--- src/rtl/calc_pkg.sv ---
// rtl/calc_pkg.sv - shared constants and types for the calculator job dispatcher
//
// Contents:
//   CALC_DW / CALC_OPW   operand/result and opcode widths of the attached calculator
//   OP_*                 opcode encodings understood by the calculator
//   calc_state_e         dispatcher FSM states
//   calc_req_t           one queued request {op, a, b}
//   make_req()           packs request port fields into a calc_req_t
package calc_pkg;

  localparam int CALC_DW  = 3;
  localparam int CALC_OPW = 2;

  localparam logic [CALC_OPW-1:0] OP_XOR = 2'd0;
  localparam logic [CALC_OPW-1:0] OP_AND = 2'd1;
  localparam logic [CALC_OPW-1:0] OP_SUB = 2'd2;
  localparam logic [CALC_OPW-1:0] OP_ADD = 2'd3;

  typedef enum logic [1:0] {
    IDLE = 2'd0,
    RUN  = 2'd1,
    HOLD = 2'd2
  } calc_state_e;

  typedef struct packed {
    logic [CALC_OPW-1:0] op;
    logic [CALC_DW-1:0]  a;
    logic [CALC_DW-1:0]  b;
  } calc_req_t;

  function automatic calc_req_t make_req(input logic [CALC_OPW-1:0] op,
                                         input logic [CALC_DW-1:0]  a,
                                         input logic [CALC_DW-1:0]  b);
    calc_req_t r;
    r.op = op;
    r.a  = a;
    r.b  = b;
    return r;
  endfunction

endpackage

--- src/rtl/calc_req_fifo.sv ---
// rtl/calc_req_fifo.sv - request FIFO feeding the calculator dispatcher
//
// Ports:
//   clk, reset       rising-edge clock, asynchronous active-low reset (empties the FIFO)
//   push, push_data  write strobe and entry; ignored while full
//   pop              read strobe; ignored while empty
//   head             entry at the read pointer (valid when !empty)
//   count            registered occupancy 0..DEPTH
//   full, empty      decoded from count only
module calc_req_fifo
  import calc_pkg::*;
#(
  parameter int  DEPTH   = 4,          // power of two, >= 2
  parameter type entry_t = calc_req_t
) (
  input  logic                     clk,
  input  logic                     reset,
  input  logic                     push,
  input  entry_t                   push_data,
  input  logic                     pop,
  output entry_t                   head,
  output logic [$clog2(DEPTH):0]   count,
  output logic                     full,
  output logic                     empty
);

  localparam int AW = $clog2(DEPTH);

  entry_t          mem [DEPTH];
  logic [AW-1:0]   wr_ptr;
  logic [AW-1:0]   rd_ptr;
  logic            push_ok;
  logic            pop_ok;

  // full/empty come straight from the registered count, so a pop in the
  // same cycle never opens a slot for a push while full.
  assign full    = (count == (AW+1)'(DEPTH));
  assign empty   = (count == '0);
  assign push_ok = push & ~full;
  assign pop_ok  = pop & ~empty;
  assign head    = mem[rd_ptr];

  always_ff @(posedge clk) begin
    if (push_ok) begin
      mem[wr_ptr] <= push_data;
    end
  end

  // Pointers are AW bits wide, so they wrap modulo DEPTH on their own.
  always_ff @(posedge clk or negedge reset) begin
    if (!reset) begin
      wr_ptr <= '0;
      rd_ptr <= '0;
      count  <= '0;
    end else begin
      if (push_ok) wr_ptr <= wr_ptr + AW'(1);
      if (pop_ok)  rd_ptr <= rd_ptr + AW'(1);
      case ({push_ok, pop_ok})
        2'b10:   count <= count + (AW+1)'(1);
        2'b01:   count <= count - (AW+1)'(1);
        default: count <= count;
      endcase
    end
  end

endmodule

--- src/rtl/calc_job_dispatcher.sv ---
// rtl/calc_job_dispatcher.sv - queues calculator jobs, drives Go/Op/In1/In2, returns results
//
// Ports:
//   clk, reset                        rising-edge clock, asynchronous active-low reset
//   req_valid/req_ready               request handshake; req_op/req_a/req_b carry the job
//   calc_go/calc_op/calc_in1/calc_in2 calculator inputs; operands only meaningful while calc_go
//   calc_done/calc_out                calculator completion and result
//   rsp_valid/rsp_ready               response handshake; rsp_data/rsp_op/rsp_timeout describe it
//   busy                              FSM is in RUN or HOLD
//   pending                           FIFO occupancy 0..DEPTH
//
// DW and OPW must equal CALC_DW and CALC_OPW: the queued request type is
// sized from the package.
module calc_job_dispatcher
  import calc_pkg::*;
#(
  parameter int DEPTH   = 4,
  parameter int DW      = CALC_DW,
  parameter int OPW     = CALC_OPW,
  parameter int TIMEOUT = 15
) (
  input  logic                   clk,
  input  logic                   reset,
  input  logic                   req_valid,
  output logic                   req_ready,
  input  logic [OPW-1:0]         req_op,
  input  logic [DW-1:0]          req_a,
  input  logic [DW-1:0]          req_b,
  output logic                   calc_go,
  output logic [OPW-1:0]         calc_op,
  output logic [DW-1:0]          calc_in1,
  output logic [DW-1:0]          calc_in2,
  input  logic                   calc_done,
  input  logic [DW-1:0]          calc_out,
  output logic                   rsp_valid,
  input  logic                   rsp_ready,
  output logic [DW-1:0]          rsp_data,
  output logic [OPW-1:0]         rsp_op,
  output logic                   rsp_timeout,
  output logic                   busy,
  output logic [$clog2(DEPTH):0] pending
);

  localparam int TW = $clog2(TIMEOUT + 1);

  calc_state_e   state;
  calc_req_t     work;
  calc_req_t     head;
  logic [TW-1:0] timer;
  logic          fifo_full;
  logic          fifo_empty;
  logic          push;
  logic          pop;

  assign req_ready = ~fifo_full;
  assign push      = req_valid & req_ready;
  // Only IDLE consumes the queue; everything else leaves it untouched.
  assign pop       = (state == IDLE) & ~fifo_empty;

  calc_req_fifo #(
    .DEPTH   (DEPTH),
    .entry_t (calc_req_t)
  ) u_fifo (
    .clk       (clk),
    .reset     (reset),
    .push      (push),
    .push_data (make_req(req_op, req_a, req_b)),
    .pop       (pop),
    .head      (head),
    .count     (pending),
    .full      (fifo_full),
    .empty     (fifo_empty)
  );

  // Operands come straight from the working register, so they hold their
  // last value outside RUN; calc_go alone qualifies them.
  assign calc_op  = work.op;
  assign calc_in1 = work.a;
  assign calc_in2 = work.b;
  assign busy     = (state != IDLE);

  // calc_go is raised on the first RUN edge, one cycle after the pop, and
  // cleared on the edge that leaves RUN. HOLD always returns through IDLE,
  // so Go is low for at least two cycles between jobs.
  always_ff @(posedge clk or negedge reset) begin
    if (!reset) begin
      state       <= IDLE;
      work        <= '0;
      timer       <= '0;
      calc_go     <= 1'b0;
      rsp_valid   <= 1'b0;
      rsp_data    <= '0;
      rsp_op      <= '0;
      rsp_timeout <= 1'b0;
    end else begin
      case (state)
        IDLE: begin
          calc_go <= 1'b0;
          if (!fifo_empty) begin
            work  <= head;
            timer <= '0;
            state <= RUN;
          end
        end

        RUN: begin
          timer <= timer + TW'(1);
          // Done is tested first so it wins when it lands on the timeout cycle.
          if (calc_done) begin
            rsp_data    <= calc_out;
            rsp_op      <= work.op;
            rsp_timeout <= 1'b0;
            rsp_valid   <= 1'b1;
            calc_go     <= 1'b0;
            state       <= HOLD;
          end else if (timer == TW'(TIMEOUT - 1)) begin
            rsp_data    <= '0;
            rsp_op      <= work.op;
            rsp_timeout <= 1'b1;
            rsp_valid   <= 1'b1;
            calc_go     <= 1'b0;
            state       <= HOLD;
          end else begin
            calc_go <= 1'b1;
          end
        end

        HOLD: begin
          calc_go <= 1'b0;
          if (rsp_ready) begin
            rsp_valid <= 1'b0;
            state     <= IDLE;
          end
        end

        default: begin
          calc_go   <= 1'b0;
          rsp_valid <= 1'b0;
          state     <= IDLE;
        end
      endcase
    end
  end

endmodule

--- config.mk ---
export PLATFORM = sky130hd
export DESIGN_NAME = calc_job_dispatcher
export DESIGN_NICKNAME = d
export VERILOG_FILES = /design/src/rtl/calc_pkg.sv /design/src/rtl/calc_req_fifo.sv /design/src/rtl/calc_job_dispatcher.sv
export SDC_FILE = /design/constraint.sdc
export NUM_CORES = 1
export LEC_CHECK = 0
export CAP_MARGIN = 10
export CORE_UTILIZATION = 55
export DETAILED_ROUTE_END_ITERATION = 10
export GPL_ROUTABILITY_DRIVEN = 1
export PLACE_DENSITY = 0.81
export RECOVER_POWER = 100
export SYNTH_ARGS = -nofsm -noshare
export SYNTH_HDL_FRONTEND = slang
export SYNTH_HIERARCHICAL = 1
export SYNTH_SLANG_ARGS = --single-unit
--- constraint.sdc ---
create_clock -name clk -period 5.6 [get_ports clk]
set_clock_uncertainty 0.2 [all_clocks]
set_input_delay 0.84 -clock clk [delete_from_list [all_inputs] [get_ports clk]]
set_output_delay 0.84 -clock clk [all_outputs]
set_load 0.02 [all_outputs]
Word-level counts from Yosys, hierarchy flattened
Memories as Yosys holds them, arrays and structs flattened. A register that Yosys moved wholly into a read port is not among the register bits.
Index checks and enable logic that the tools add are counted.
W data, S select, Z words.
{"block": "classes", "n_addsub": 5, "eq_ne": 9, "n_mux": 22, "bitwise": 7, "n_reduce_logical": 12}
{"op": "$mux W2", "count": 6}
{"op": "$mux W1", "count": 9}
{"op": "$pmux W4 S2", "count": 1}
{"op": "$reduce_bool A2 Y1", "count": 4}
{"op": "$mux W3", "count": 2}
{"op": "$pmux W2 S3", "count": 1}
{"op": "$pmux W3 S2", "count": 1}
{"op": "$reduce_and A2 Y1", "count": 3}
{"op": "$reduce_and A3 Y1", "count": 2}
{"op": "$add A2 B1 Y2 const B", "count": 2}
{"op": "$add A4 B1 Y4 const B", "count": 1}
{"op": "$and A1 B1 Y1", "count": 4}
{"op": "$eq A2 B1 Y1 const B", "count": 2}
{"op": "$eq A2 B2 Y1 const B", "count": 2}
{"op": "$eq A4 B4 Y1 const B", "count": 1}
{"op": "$mux W4", "count": 1}
{"op": "$ne A2 B2 Y1 const B", "count": 2}
{"op": "$add A3 B1 Y3 const B", "count": 1}
{"op": "$eq A3 B3 Y1 const B", "count": 1}
{"op": "$logic_not A3 Y1", "count": 1}
{"op": "$ne A3 B3 Y1 const B", "count": 1}
{"op": "$not A1 Y1", "count": 3}
{"op": "$pmux W1 S3", "count": 1}
{"op": "$sub A3 B1 Y3 const B", "count": 1}
{"op": "other kinds (2)", "count": 2}
{"block": "totals", "ff_bits": 21, "ramBits": 32, "input_bits": 16, "out_inout_bits": 21, "elab_cells": 66, "n_memories": 1}
{"memory": "u_fifo.mem", "depth": 4, "word_bits": 8, "read_ports": 1, "rd_ports_with_merged_regs": 1, "write_ports": 1, "line_no": "calc_req_fifo.sv:29", "rtl": "entry_t mem [DEPTH];"}

Depth between registers and ports, before layout
Gate-level depths: netlist of the first run.
{"block": "logic_depth", "depth_word": 6, "depth_mapped": 11, "depth_no_buf": 11}

By module
The synthesis of the first run kept the hierarchy.
{"module": "calc_req_fifo", "instances": 1, "cells_per_inst": 80, "area_per_inst_um2": 1584.0, "seq_area_each_um2": 1136.1}
{"module": "calc_job_dispatcher", "instances": 1, "cells_per_inst": 68, "area_per_inst_um2": 957.2, "seq_area_each_um2": 550.5}

Worst setup path before layout of the first run
OpenSTA, ideal clock, no wires.
{"block": "synth_path", "kind": "reg2reg", "startpoint": "register u_fifo.count[0]", "endpoint": "register u_fifo.count[2]", "setup_time_ps": 80, "arrival_time_ps": 2212, "required_ps": 5320, "setup_slack_ps": 3109, "path_stages_with_launch": 12, "path_buffers": 0, "period_less_slack_ps": 2491, "path_cell_list": "dfrtp_1 > or3b_4 > inv_1 > nor2b_1 > and2_4 > inv_1 > ha_1 > inv_1 > fa_1 > xor2_1 > nor2_1 > xor2_1"}
{"block": "synth_via", "elab_chain_len": 6, "word_cells_on_any_way": 14, "classes_between": "add/sub (2); eq/ne (3); mux (1); bitwise (6); reduce/logical (2)"}
{"item": "start, declared", "line_no": "calc_req_fifo.sv:22", "rtl": "output logic [$clog2(DEPTH):0] count,"}
{"item": "start signal, assigned", "line_no": "calc_req_fifo.sv:59", "rtl": "2'b10: count <= count + (AW+1)'(1);"}
{"item": "start signal, assigned", "line_no": "calc_req_fifo.sv:60", "rtl": "2'b01: count <= count - (AW+1)'(1);"}
{"item": "start signal, assigned", "line_no": "calc_req_fifo.sv:61", "rtl": "default: count <= count;"}
{"item": "$eq A3 B3 Y1 *", "line_no": "calc_req_fifo.sv:37", "rtl": "assign full = (count == (AW+1)'(DEPTH));"}
{"item": "via fifo_full", "line_no": "calc_job_dispatcher.sv:50", "rtl": "logic fifo_full;"}
{"item": "$not A1 Y1 *", "line_no": "calc_job_dispatcher.sv:55", "rtl": "assign req_ready = ~fifo_full;"}
{"item": "$and A1 B1 Y1 *", "line_no": "calc_job_dispatcher.sv:56", "rtl": "assign push = req_valid & req_ready;"}
{"item": "via push", "line_no": "calc_job_dispatcher.sv:52", "rtl": "logic push;"}
{"item": "$and A1 B1 Y1 *", "line_no": "calc_req_fifo.sv:39", "rtl": "assign push_ok = push & ~full;"}
{"item": "$eq A2 B1 Y1 or $eq A2 B2 Y1 (tied branches)", "line_no": "calc_req_fifo.sv:58", "rtl": "case ({push_ok, pop_ok})"}
{"item": "$pmux W3 S2 or $reduce_bool A2 Y1 (tied branches)"}
The timed path passes the listed nets; every way through them passes the cells marked *.
A chain may end at the register's enable or synchronous reset.

Worst setup path in the final report of the first run
{"block": "layout_path", "startpoint": "register state[0]", "endpoint": "register u_fifo.count[2]"}
{"block": "layout_via", "elab_chain_len": 5, "word_cells_on_any_way": 7, "classes_between": "eq/ne (2); mux (1); bitwise (2); reduce/logical (2)"}
{"item": "start, declared", "line_no": "calc_job_dispatcher.sv:46", "rtl": "calc_state_e state;"}
{"item": "start signal, assigned", "line_no": "calc_job_dispatcher.sv:87", "rtl": "state <= IDLE;"}
{"item": "start signal, assigned", "line_no": "calc_job_dispatcher.sv:102", "rtl": "state <= RUN;"}
{"item": "start signal, assigned", "line_no": "calc_job_dispatcher.sv:115", "rtl": "state <= HOLD;"}
{"item": "$logic_not A2 Y1 *", "line_no": "calc_job_dispatcher.sv:58", "rtl": "assign pop = (state == IDLE) & ~fifo_empty;"}
{"item": "$and A1 B1 Y1 *", "line_no": "calc_job_dispatcher.sv:58"}
{"item": "via pop", "line_no": "calc_job_dispatcher.sv:53", "rtl": "logic pop;"}
{"item": "$and A1 B1 Y1 *", "line_no": "calc_req_fifo.sv:40", "rtl": "assign pop_ok = pop & ~empty;"}
{"item": "via u_fifo.pop_ok", "line_no": "calc_req_fifo.sv:33", "rtl": "logic pop_ok;"}
{"item": "$eq A2 B1 Y1 or $eq A2 B2 Y1 (tied branches)", "line_no": "calc_req_fifo.sv:58"}
{"item": "$pmux W3 S2 or $reduce_bool A2 Y1 (tied branches)"}
Marked as above.

==> reports/metrics.json, run 1 <==
{
  "run_status": {
    "outcome": "finished, violations left",
    "failing_checks": "capacitance limit, slew limit"
  },
  "drt": {
    "drtIter0Drc": 63,
    "vias": 1411,
    "finalWirelength_um": 4360,
    "drt.antenna.violating_nets": 0,
    "detail_route.vias_per_cell": 5.62,
    "post_drt_wl_per_cell_um": 17.4,
    "drt_pass1_iterations": 4,
    "drc": 0
  },
  "synth": {
    "synth.avg_cell_area_um2": 17.2,
    "synthesized_instance_count": 148,
    "ys_types": 35,
    "ys_seq_area_share_pct": 66.4,
    "netlist_area_um2": 2540,
    "yosysWarnings": 6,
    "ys_top_cells_by_area": "sky130_fd_sc_hd__edfxtp_1, sky130_fd_sc_hd__dfrtp_1, sky130_fd_sc_hd__mux4_2",
    "synth.ff_latch_count": 61,
    "synth_top_cell_by_area": "sky130_fd_sc_hd__edfxtp_1",
    "synth_top_area_share_pct": 37.8,
    "synthesis.nets": 172
  },
  "sta": {
    "final-max-slew-violation-count": 30,
    "worst_slew_pin_slew_ns": 1.54,
    "final.period_utilization_pct": 54.2,
    "setup_violations": 0,
    "unrepaired_setup_endpoints_after_global_routing": "no",
    "final.setup.tns_ns": 0,
    "finalWorstPathRequiredPeriod_ns": 3.04,
    "timing.max_slew.rel_slack_pct": -2.95,
    "final-hold-violation-count": 0,
    "fmax_ghz": 0.329
  },
  "hold_path": {
    "holdCritStartpoint": "rsp_valid",
    "min_delay_worst_endpoint": "rsp_valid",
    "holdPathStages": 2,
    "hold_path.class": "reg -> reg"
  },
  "clock_tree": {
    "clk_pin_slew_ns": 0.06,
    "ctsResizeCount": 0,
    "clock_sinks": 61,
    "cts.htree.levels": 3,
    "clk_latency_ns": 0.32,
    "postCtsHoldBufs": 0,
    "cts_setup_buffers": 0,
    "root_buffer_selected_by_cts": "sky130_fd_sc_hd__clkbuf_8",
    "clock_path_buffers": 2,
    "tritoncts": "built",
    "cts_made_buffers": 9
  },
  "grt": {
    "aggregate_global_routing_overflow": 0,
    "wire_length_of_the_first_global_routing_pass_um": 7510,
    "vias_in_the_first_global_route": 1511,
    "antenna_found_initial": 0,
    "grt_start_max_net_pins": 30,
    "gr-usage-all-layers_pct": 20.6
  },
  "die": {
    "placement_rows": 24,
    "initial_utilization_pct": 58.0,
    "die_height_um": 70.0,
    "die_area_um2": 4900,
    "core_region_area_um2": 4380,
    "chipWidth_um": 70.0,
    "io-pin-count": 37
  },
  "setup_path": {
    "worst_reg2reg_path_endpoint": "u_fifo/count[2]",
    "timing.critical_path.to_type": "flip-flop",
    "setup.worst_path.class": "reg -> reg",
    "timing.critical_path.arrival_ns": 3.09,
    "critical_path_peak_fanout": 9,
    "r2r_cells": 9,
    "worst-endpoint-required_ns": 5.65,
    "rr_startpoint": "state[0]",
    "timing.critical_path.from_type": "flip-flop",
    "r2r_setup_slack_ns": 2.56
  },
  "cells_and_area": {
    "stdcell_area_um2": 3050,
    "layout-area-overhead-vs-synth_pct": 20.1,
    "insertedDiodeCount": 0,
    "fill_cells": 309,
    "layout.area.seq_um2": 1690,
    "layout.nets": 218,
    "multi_input_comb_area_um2": 742,
    "layout-drive-gt1-share_pct": 11.6,
    "final_util_pct": 69.6
  },
  "job": {
    "max_cap_violations": 1
  },
  "placed_design": {
    "dpl.hpwl_um": 2990,
    "gp_congestion": 0.701,
    "placed_cell_area_um2": 2970,
    "portBuffers": 36
  },
  "pwr": {
    "total_leakage_power_nw": 1.21,
    "power_density_nw_per_um2": 567,
    "peakVddDrop_v": 0.000375
  }
}
synth_stat cells:
library cell,instances
sky130_fd_sc_hd__mux2i_1,1
sky130_fd_sc_hd__or3b_4,1
sky130_fd_sc_hd__fa_1,1
sky130_fd_sc_hd__xor2_1,3
sky130_fd_sc_hd__and2b_4,1
sky130_fd_sc_hd__dfrtp_1,29
sky130_fd_sc_hd__a2bb2oi_1,1
sky130_fd_sc_hd__mux4_2,8
sky130_fd_sc_hd__and2_4,2
sky130_fd_sc_hd__o2bb2ai_1,1
sky130_fd_sc_hd__nand3_1,2
sky130_fd_sc_hd__o22ai_1,1
sky130_fd_sc_hd__nor2_1,4
sky130_fd_sc_hd__a22o_1,1
sky130_fd_sc_hd__nor2b_1,2
sky130_fd_sc_hd__xnor2_1,3
sky130_fd_sc_hd__mux2_1,1
sky130_fd_sc_hd__o31a_2,1
sky130_fd_sc_hd__inv_1,9
sky130_fd_sc_hd__ha_1,7
sky130_fd_sc_hd__o311ai_1,1
sky130_fd_sc_hd__and3_2,4
sky130_fd_sc_hd__o21ai_0,4
sky130_fd_sc_hd__nand2b_1,1
sky130_fd_sc_hd__nor2_8,1
sky130_fd_sc_hd__mux2_4,11
sky130_fd_sc_hd__or2_1,1
sky130_fd_sc_hd__nor3_1,1
sky130_fd_sc_hd__buf_1,1
sky130_fd_sc_hd__nand2_1,6
sky130_fd_sc_hd__a32o_1,3
sky130_fd_sc_hd__a31o_2,1
sky130_fd_sc_hd__edfxtp_1,32
sky130_fd_sc_hd__or2_4,1
sky130_fd_sc_hd__buf_2,1
registers in the layout, summed over array words and instances (netlist names):
| register | count |
|---|---|
| u_fifo/mem | 32 |
| u_fifo/rd_ptr | 2 |
| calc_in2 | 3 |
| calc_in1 | 3 |
| timer | 4 |
| u_fifo/wr_ptr | 2 |
| rsp_timeout | 1 |
| calc_go | 1 |
| calc_op | 2 |
| rsp_valid | 1 |
| rsp_data | 3 |
| u_fifo/count | 3 |
| state | 2 |
| rsp_op | 2 |
power breakdown:
group          switching, W  leakage [nW]  internal (W)
clock              0.000149        0.0821      0.000171
sequential         0.000121         0.643      0.000632
combinational      0.000331         0.487      0.000329
cells by family (layout without fill, tap and decap cells):
logic type,after synthesis,count (layout),share of synthesized area [%]
flip-flops,61,61,66.4
AND/OR/NAND/NOR,27,27,6.89
multiplexers,21,21,14.4
AO/OA/AOI/OAI,14,14,4.33
buffers and inverters,11,62,1.67
adder cells (fa/ha/maj),8,8,4.23
XOR/XNOR,6,6,2.07
cell usage in the layout, fill, tap and decap left out, types with 5 or more instances in the layout:
cell type                       count
sky130_fd_sc_hd__dlygate4sd3_1     32
sky130_fd_sc_hd__clkbuf_8          10
sky130_fd_sc_hd__edfxtp_1          32
sky130_fd_sc_hd__mux4_2             8
sky130_fd_sc_hd__mux2_1            12
sky130_fd_sc_hd__nand2_1            6
sky130_fd_sc_hd__dfrtp_1           29
sky130_fd_sc_hd__inv_1              9
sky130_fd_sc_hd__clkbuf_1           5
sky130_fd_sc_hd__ha_1               7
sky130_fd_sc_hd__nor2_1             5
stage by stage:
stage | hold WS (ns) | std cells | worst slack, ns | total power [W]
6_report | 0.280 | 251 | 2.56 | 0.00173
5_1_grt | 0.304 | 251 | 2.35 | 0.00185
4_1_cts | 0.287 | 251 | 2.66 | 0.00188
3_5_place_dp | 0.272 | 235 | 2.67 | 0.00156
3_3_place_gp | 0.261 | 235 | 2.76 | 0.00152
2_1_floorplan | 0.300 | 148 | 3.11 | 0.00128
per-layer routing:
| metal | share of wire (%) | vias up | routed length, µm | global-route usage (%) |
|---|---|---|---|---|
| li1 | - | 644 | - | - |
| met1 | 41 | 716 | 1770 | 26.5 |
| met4 | 1.7 | 0 | 75 | 8.89 |
| met5 | 0 | - | 0 | 0 |
| met3 | 4.6 | 8 | 199 | 4.76 |
| met2 | 53 | 43 | 2310 | 33.8 |
worst max-delay path, stage by stage (launching register included):
cell and delay, ns:
sky130_fd_sc_hd__dfrtp_1 0.47, sky130_fd_sc_hd__or2_0 0.31, sky130_fd_sc_hd__nor2_1 0.66, sky130_fd_sc_hd__o31a_2 0.32, sky130_fd_sc_hd__ha_1 0.18, sky130_fd_sc_hd__inv_1 0.06
sky130_fd_sc_hd__fa_1 0.37, sky130_fd_sc_hd__xor2_1 0.15, sky130_fd_sc_hd__nor2_1 0.11, sky130_fd_sc_hd__xor2_1 0.14
worst max path at each step:
stage	from	endpoint	slack [ns]	depth (start not counted)
global route	state[0]	u_fifo/count[2]	2.35	9
global placement	req_valid	u_fifo/count[2]	2.76	10
finish	state[0]	u_fifo/count[2]	2.56	9
floorplan	u_fifo/count[0]	u_fifo/count[2]	3.11	11
CTS	u_fifo/count[0]	req_ready	2.66	4
detailed placement	req_valid	u_fifo/count[2]	2.67	10
final cells by class:
cell class	instances	area share, %
sequential	61	55.2
multi-input combinational	76	24.3
timing repair buffer	37	11.9
clock buffer	14	5.00
tap	52	2.13
inverter	9	1.11
clock inverter	2	0.287
Note: power is estimated with default switching activity, not from simulation.
==> run 2, diff against run 1 <==
- CORE_UTILIZATION: 55 -> 53
- PLACE_DENSITY: 0.81 -> 0.78
- clock period: 5.6 -> 2.82 ns (I/O delays scaled with it)
==> run 2 against run 1 <==
The flow finishes with violations (DRC, capacitance limit, slew limit). Die area increased by 3.7%. Worst hold slack improved by 0.0032 ns. Non-clock buffer count increased by 2. Sequential power increased by 99%. Utilization decreased by 0.56 points. Largest cell class unchanged. Largest power group unchanged. Highest routed layer unchanged.
==> reports/metrics.json, run 2 (synthesized netlist as in run 1, its figures left out) <==
{
  "cells_and_area": {
    "number_of_flip_flops_under_the_largest_register_name": {"value": 32, "change": "unchanged"},
    "final_util": {"value": 69.1, "unit": "%", "change": "-0.56 points"},
    "layout.area.seq": {"value": 1690, "unit": "µm²", "change": "unchanged"},
    "reg_top3": "u_fifo/mem x32, timer x4",
    "layout.cells.non_filler": {"value": 253, "change": "+0.80%"},
    "layout-drive-gt1-share": {"value": 14.4, "unit": "%", "change": "+2.9 points"},
    "multi_input_comb_area": {"value": 767, "unit": "µm²", "change": "+3.4%"},
    "mostFrequentLayoutCell": "sky130_fd_sc_hd__edfxtp_1",
    "fill_cells": {"value": 309, "change": "unchanged"},
    "layout_common_cells": "sky130_fd_sc_hd__edfxtp_1, sky130_fd_sc_hd__dlygate4sd3_1, sky130_fd_sc_hd__dfrtp_1",
    "layout-area-overhead-vs-synth_pct": 21.6,
    "top_register": "u_fifo/mem",
    "layout.nets": {"value": 220, "change": "+0.92%"},
    "insertedDiodeCount": {"value": 0, "change": "unchanged"}
  },
  "placed_design": {
    "gp_congestion": {"value": 0.707, "change": "+0.99%"},
    "portBuffers": {"value": 36, "change": "unchanged"},
    "place.detailed.instances": {"value": 237, "change": "+0.85%"},
    "dpl.hpwl": {"value": 3220, "unit": "µm", "change": "+7.5%"}
  },
  "drt": {
    "drt_pass1_iterations": {"value": 7, "change": "+3"},
    "drtIter0Drc": {"value": 69, "change": "+9.5%"},
    "post_drt_wl_per_cell": {"value": 18.5, "unit": "µm", "change": "+6.3%"},
    "detail_route.vias_per_cell": {"value": 5.47, "change": "-2.6%"},
    "vias": {"value": 1385, "change": "-1.8%"},
    "drc": {"value": 2, "change": "+2"},
    "drt.antenna.violating_nets": {"value": 0, "change": "unchanged"},
    "finalWirelength": {"value": 4670, "unit": "µm", "change": "+7.2%"}
  },
  "clock_tree": {
    "cts_made_buffers": {"value": 9, "change": "unchanged"},
    "clock_sinks": {"value": 61, "change": "unchanged"},
    "tritoncts": "built",
    "postCtsHoldBufs": {"value": 0, "change": "unchanged"},
    "ctsResizeCount": {"value": 0, "change": "unchanged"},
    "clk_latency": {"value": 0.33, "unit": "ns", "change": "about the same"},
    "clock_path_buffers": {"value": 2, "change": "unchanged"},
    "root_buffer_selected_by_cts": "sky130_fd_sc_hd__clkbuf_8",
    "clk_pin_slew": {"value": 0.06, "unit": "ns", "change": "about the same"},
    "cts_setup_buffers": {"value": 0, "change": "unchanged"},
    "cts.htree.levels": {"value": 3, "change": "unchanged"}
  },
  "sta": {
    "setup_violations": {"value": 0, "change": "unchanged"},
    "worst_slew_pin_slew": {"value": 1.60, "unit": "ns", "change": "+0.0510 ns"},
    "fmax_ghz": 0.383,
    "final-max-slew-violation-count": {"value": 30, "change": "unchanged"},
    "unrepaired_setup_endpoints_after_global_routing": "no",
    "final-hold-violation-count": {"value": 0, "change": "unchanged"},
    "finalWorstPathRequiredPeriod_ns": 2.61,
    "final.period_utilization_pct": 92.7,
    "timing.max_slew.rel_slack": {"value": -6.34, "unit": "%", "change": "-3.4 points"},
    "final.setup.tns": {"value": 0, "unit": "ns", "change": "unchanged"}
  },
  "pwr": {
    "totalPowerFinal": {"value": 0.00356, "unit": "W", "change": "+110%"},
    "total_leakage_power": {"value": 1.24, "unit": "nW", "change": "+1.9%"},
    "peakVddDrop": {"value": 0.000766, "unit": "V", "change": "+100%"},
    "power_density": {"value": 1150, "unit": "nW/µm²", "change": "+100%"}
  },
  "job": {
    "max_cap_violations": {"value": 1, "change": "unchanged"}
  },
  "grt": {
    "wire_length_of_the_first_global_routing_pass": {"value": 7710, "unit": "µm", "change": "+2.8%"},
    "vias_in_the_first_global_route": {"value": 1587, "change": "+5.0%"},
    "gr-usage-all-layers": {"value": 21.4, "unit": "%", "change": "+0.80 points"},
    "antenna_found_initial": {"value": 0, "change": "unchanged"},
    "aggregate_global_routing_overflow": {"value": 0, "change": "unchanged"},
    "grt_start_max_net_pins": {"value": 30, "change": "unchanged"}
  },
  "setup_path": {
    "setup.worst_path.class": "reg -> out",
    "critical_path_peak_fanout": {"value": 6, "change": "-3"},
    "worst-endpoint-required": {"value": 2.20, "unit": "ns", "change": "-3.45 ns"},
    "timing.critical_path.from_type": "flip-flop",
    "timing.critical_path.arrival": {"value": 1.99, "unit": "ns", "change": "-1.10 ns"},
    "timing.critical_path.to_type": "primary output"
  },
  "die": {
    "chipWidth": {"value": 71.2, "unit": "µm", "change": "+1.8%"},
    "core_region_area": {"value": 4470, "unit": "µm²", "change": "+2.1%"},
    "io-pin-count": {"value": 37, "change": "unchanged"},
    "die_area": {"value": 5080, "unit": "µm²", "change": "+3.7%"},
    "die_height": {"value": 71.2, "unit": "µm", "change": "+1.8%"},
    "initial_utilization": {"value": 56.8, "unit": "%", "change": "-1.2 points"},
    "placement_rows": {"value": 24, "change": "unchanged"}
  },
  "run_status": {
    "failing_checks": "DRC, capacitance limit, slew limit",
    "outcome": "finished, violations left"
  },
  "hold_path": {
    "hold_path.class": "reg -> reg"
  }
}
-- run 2: critical path, cell delays in order (launching register included) --
cell                            delay [ns]
sky130_fd_sc_hd__dfrtp_1              0.45
sky130_fd_sc_hd__or3b_4               0.45
sky130_fd_sc_hd__inv_1                0.08
sky130_fd_sc_hd__inv_1                0.04
sky130_fd_sc_hd__dlygate4sd3_1        0.64
-- run 2: layout make-up --
cell class	count	area share, %
clock buffers	14	4.94
well taps	52	2.11
flip-flops and latches	61	54.6
multi-input cells	76	24.8
repair buffers	39	12.1
clock inverters	2	0.324
inverters	9	1.09
-- run 2: per-layer routing --
layer  part of all wire, %  GRT usage, %
met4                   1.2          10.0
met1                    42          24.7
met3                   3.9          7.88
met5                     0             0
met2                    53          35.8
-- run 2: power breakdown --
group          switching, W  internal [W]  total, W
registers          0.000242       0.00125   0.00150
logic              0.000707      0.000708   0.00141
clock network      0.000306      0.000341  0.000648
-- run 2: worst paths after layout --
check	to	startpoint	cells after the start	slack, ns
min	calc_in2[1]	calc_in2[1]	1	0.28
min reg2reg	calc_in2[1]	calc_in2[1]	1	0.28
max reg2reg	u_fifo/count[2]	u_fifo/count[0]	11	0.21
max in group asynchronous	calc_in1[2]	reset	2	0.66
max	req_ready	u_fifo/count[0]	4	0.21
min in group asynchronous	calc_in1[0]	reset	2	0.82
-- run 2: metrics by stage --
stage / setup slack [ns] / hold slack, ns / cell area, µm²
after detailed placement: 0.239 / 0.281 / 2980
after global routing: 0.0383 / 0.303 / 3090
after floorplan: 0.329 / -0.0726 / 2540
final: 0.206 / 0.283 / 3090
after global placement: 0.362 / 0.260 / 2980
after CTS: 0.209 / 0.296 / 3140
==> RTL edit 1, RTL diff (flow settings as in run 2) <==
Encoding of `calc_state_e`: now one-hot (3 bits for 3 states).
--- a/src/rtl/calc_pkg.sv
+++ b/src/rtl/calc_pkg.sv
@@ -16,10 +16,10 @@
   localparam logic [CALC_OPW-1:0] OP_SUB = 2'd2;
   localparam logic [CALC_OPW-1:0] OP_ADD = 2'd3;
 
-  typedef enum logic [1:0] {
-    IDLE = 2'd0,
-    RUN  = 2'd1,
-    HOLD = 2'd2
+  typedef enum logic [2:0] {
+    IDLE = 3'b001,
+    RUN  = 3'b010,
+    HOLD = 3'b100
   } calc_state_e;
 
   typedef struct packed {
Formal check against the unedited RTL: no difference found for any inputs over 10 cycles, from zero or initial values and one cycle with reset low; not proved beyond that.
==> RTL edit 1 against run 2 <==
- the run ends with capacitance limit, slew limit left
- routed wire length decreased by 4.8%
- power about the same
- setup slack got worse by 0.060 ns
- largest cell class unchanged
- fmax decreased by 2.3%
- cell area increased by 2.5%
- sequential share of layout area decreased by 0.45 points
- area after synthesis increased by 1.4%
- via count increased by 9.8%
- sequential cell count increased by 1
- critical path type is now flop to flop
==> RTL edit 1: results (changes against run 2) <==
Timing:
- The worst slack on hold paths is 0.279 ns (-0.00349 ns).
- The count of pins over their slew limit is 31 (+3.3%).

Setup path:
- The register-to-register setup slack is 0.15 ns (-0.06 ns).
- The critical path arrival is 2.72 ns (+0.73 ns).
- The depth of the worst register-to-register path was 9 (-2).
- The slowest stage cell on the critical path is sky130_fd_sc_hd__dfstp_2.

Logic synthesis:
- The net count of the mapped netlist came to 195 (+13%).
- The number of library cell types mapped by synthesis is 37 (+5.7%).
- The portion of the post-synthesis area used by sequential elements was 66.5% (+0.085 points).
- Ranked by instance count, the synthesized netlist is headed by sky130_fd_sc_hd__edfxtp_1, sky130_fd_sc_hd__dfrtp_1, sky130_fd_sc_hd__nand2_1.
- The post-synthesis adder-cell area fraction is 4.17% (-0.060 points).

Placement:
- The placed instance area came to 3000 sq um (+0.76%).
- The number of cells after detailed placement was 260 (+9.7%).
- The detailed placement HPWL is 3120 microns (-3.1%).

Finish:
- The non-filler instance count after layout is 276 (+9.1%).
- The net count reported at finish is 241 (+9.5%).

Power:
- The leakage component of the power is 1.31 nW (+6.4%).
- The switching power is 1.28 mW (+1.8%).
- The share of power burned in combinational logic is 38.4% (-1.4 points).

Status:
- The final reports fail on capacitance limit, slew limit.
- The flow ran to the end, but the final reports show violations.

Hold path:
- The cell count of the worst hold path was 2 (+1).

Global route:
- The combined global-route utilization of all metal layers is 20.2% (-1.2 points).
- The via count of the first global-routing pass is 1536 (-3.2%).

Drt:
- The routed wire length came to 4450 microns (-4.8%).

Job:
- The reported max-cap violation count was 1 (unchanged).
[RTL edit 1: cell types whose count changed in the layout (fill, tap and decap cells not counted), sizes merged, moves of 3 or more]
cell	before	now
a21oi	0	3
inv	9	12
mux2	12	4
nand2	6	28
nor3b	0	3
[RTL edit 1: how the worst max path moves through the flow]
stage,start,cells past startpoint,end
2_1_floorplan,u_fifo/count[0],10,u_fifo/count[2]
3_3_place_gp,state[0],9,u_fifo/count[2]
3_5_place_dp,u_fifo/count[0],10,u_fifo/count[2]
4_1_cts,state[0],9,u_fifo/count[2]
5_1_grt,state[0],9,u_fifo/count[2]
6_report,state[0],9,u_fifo/count[2]
[RTL edit 1: cell type report]
| type | count | area [sq um] |
|---|---|---|
| timing repair buffer | 39 | 372 |
| sequential | 62 | 1710 |
| tap | 54 | 67.6 |
| clock buffer | 11 | 151 |
| inverter | 11 | 41.3 |
| clock inverter | 5 | 32.5 |
| fill | 350 | 1530 |
| multi-input combinational | 94 | 788 |
[RTL edit 1: logic make-up after synthesis]
kind of cell               count (synthesis)
buffers and inverters                     15
adders and majority gates                  8
xor gates and xnor gates                   7
AOI/OAI and AO/OA                         15
muxes                                     14
and+or+nand+nor                           50
DFF                                       62
[RTL edit 1: metal layers]
| metal | GRT usage, % | wire [microns] | up-vias |
|---|---|---|---|
| li1 | - | - | 707 |
| met1 | 24.5 | 1910 | 743 |
| met2 | 32.2 | 2230 | 53 |
| met3 | 5.20 | 166 | 18 |
| met4 | 13.1 | 142 | 0 |
| met5 | 0 | 0 | - |
[RTL edit 1: repair_timing]
item,CTS,global route
gates resized for setup,0,1
hold buffers,0,0
setup endpoints to repair,0,1
==> RTL edit 2, RTL diff (settings of run 2) <==
Made on the original files. Change the parameter `TIMEOUT` from 15 to 30.
--- a/src/rtl/calc_job_dispatcher.sv
+++ b/src/rtl/calc_job_dispatcher.sv
@@ -17,7 +17,7 @@
   parameter int DEPTH   = 4,
   parameter int DW      = CALC_DW,
   parameter int OPW     = CALC_OPW,
-  parameter int TIMEOUT = 15
+  parameter int TIMEOUT = 30
 ) (
   input  logic                   clk,
   input  logic                   reset,
Behaviour: no difference found for any inputs over 10 cycles, from zero or initial values and one cycle with reset low; that may be too few to reach the edited logic, so the function may still have changed.
==> RTL edit 2 against run 2 <==
- the flow finishes with violations (capacitance limit, slew limit)
- worst hold slack better by 0.0025 ns
- cell area up 0.73%
- routed wire length down 7.3%
- setup slack worse by 0.013 ns
- sequential cell count up 1
- power up 1.2%
- area after synthesis up 0.79%
- highest routed layer unchanged
==> RTL edit 2: results (changes against run 2) <==
Setup path:
- The critical path arrival is 2.64 ns (+0.65 ns).
- The largest incremental delay on the critical path is 0.45 ns (-0.19 ns).
- The slowest stage cell on the critical path is sky130_fd_sc_hd__or3b_4.
- The family of cells with the greatest summed delay on the critical path is simple AND/OR/NAND/NOR gates.

Logic synthesis:
- The number of library cell types mapped by synthesis is 34 (-2.9%).
- The portion of the post-synthesis area used by sequential elements came to 66.8% (+0.46 points).
- Yosys attributes the largest share of cell area to sky130_fd_sc_hd__edfxtp_1, sky130_fd_sc_hd__dfrtp_1, sky130_fd_sc_hd__mux4_2.
- The number of instances in the synthesized netlist is 157 (+6.1%).
- The share of flip-flops with an asynchronous set or reset is 48.4% (+0.85 points).
- The net count of the mapped netlist is 181 (+5.2%).
- The commonest cells after synthesis are sky130_fd_sc_hd__edfxtp_1, sky130_fd_sc_hd__dfrtp_1, sky130_fd_sc_hd__inv_1.

Placement:
- The setup slack after placement is 0.207 ns (-0.0322 ns).
- The final weighted congestion of routability-driven global placement is 0.685 (-3.2%).

Status:
- The final reports fail on capacitance limit, slew limit.
- The flow ran to the end, but the final reports show violations.

Finish:
- The net count reported at finish is 224 (+1.8%).
- The layout filler cell count was 320 (+3.6%).
- The largest registers in the layout are u_fifo/mem x32, timer x5.
- The fraction of final layout cells with drive strength greater than 1 is 16.1% (+1.7 points).

Global route:
- The combined global-route utilization of all metal layers is 19.9% (-1.5 points).
- The largest net degree at the start of global routing is 31 (+3.3%).
- The via count of the first global-routing pass is 1497 (-5.7%).

Drt:
- The total via count after detailed routing is 1410 (+1.8%).
- The routed wire length is 4330 microns (-7.3%).
- The starting DRC count in detailed routing was 50 (-28%).
- The detailed-route vias per instance is 5.49 (+0.22%).
- The first-pass iteration count of the detailed router came to 4 (-3).

Timing:
- The clock period minus worst slack was 2.63 ns (+0.0125 ns).
- The count of pins over their slew limit is 31 (+3.3%).
- The actual slew at the worst max-slew pin is 1.56 ns (-0.0349 ns).

Power:
- The maximum resistive drop on vdd is 0.562 mV (-27%).

Job:
- The reported max-cap violation count is 1 (unchanged).
==> RTL edit 2: cell types whose count changed after synthesis, sizes merged, moves of 2 or more <==
cell    change
buf         +2
inv         +2
xor2        +2
nor2        -2
o21ai       +2
a21oi       +4
nand3       +4
clkbuf      +2
nand2       -2
==> RTL edit 2: area by class of cell <==
class | instances | share of cell area [%]
clock buffer | 13 | 5.10
clock inverter | 3 | 0.603
inverter | 11 | 1.33
multi-input combinational | 78 | 24.1
sequential | 62 | 55.0
tap | 52 | 2.09
timing repair buffer | 38 | 11.8
==> RTL edit 2: power breakdown <==
group,switching (mW),internal [mW],total [mW]
Sequential,0.237,1.28,1.52
Combinational,0.714,0.696,1.41
Clock,0.312,0.364,0.676
Total,1.26,2.34,3.60
==> RTL edit 2: worst reg2reg max path, delay by kind of cell (launching register included) <==
family	cells	cell delay (ns)
fa+ha+maj	2	0.56
buf+inv	3	0.22
flops	1	0.44
simple gates	4	0.78
xor+xnor	2	0.33
==> RTL edit 2: cell families after synthesis <==
family | share of synthesized area (%)
and+or+nand+nor | 5.62
xor gates and xnor gates | 2.74
adders and majority gates | 4.20
muxes | 12.8
buffers and inverters | 3.27
DFF | 66.8
AOI/OAI and AO/OA | 4.49
==> RTL edit 2: final timing paths <==
| path | endpoint | cells past startpoint | from |
|---|---|---|---|
| max reg2reg | u_fifo/count[2] | 11 | u_fifo/count[0] |
| min in group asynchronous | timer[1] | 2 | reset |
| max | u_fifo/count[2] | 11 | u_fifo/count[0] |
| min reg2reg | calc_in2[2] | 1 | calc_in2[2] |
| min | calc_in2[2] | 1 | calc_in2[2] |
| max in group asynchronous | rsp_data[1] | 2 | reset |
==> RTL edit 2: metal layers <==
layer  vias to the layer above  wire length, microns  global-route usage (%)
met2                        43                  2240                    34.4
li1                        661                     -                       -
met3                         7                   188                    5.91
met1                       699                  1830                    23.2
met4                         0                    71                    8.50
met5                         -                     0                       0
==> RTL edit 2: per-stage QoR <==
stage / total power [mW] / hold WS [ns] / cell area (sq um)
floorplan: 2.55 / -0.0726 / 2560
global placement: 2.97 / 0.276 / 2960
detailed placement: 3.08 / 0.281 / 2960
CTS: 3.77 / 0.284 / 3140
global route: 3.83 / 0.295 / 3110
finish: 3.60 / 0.285 / 3110
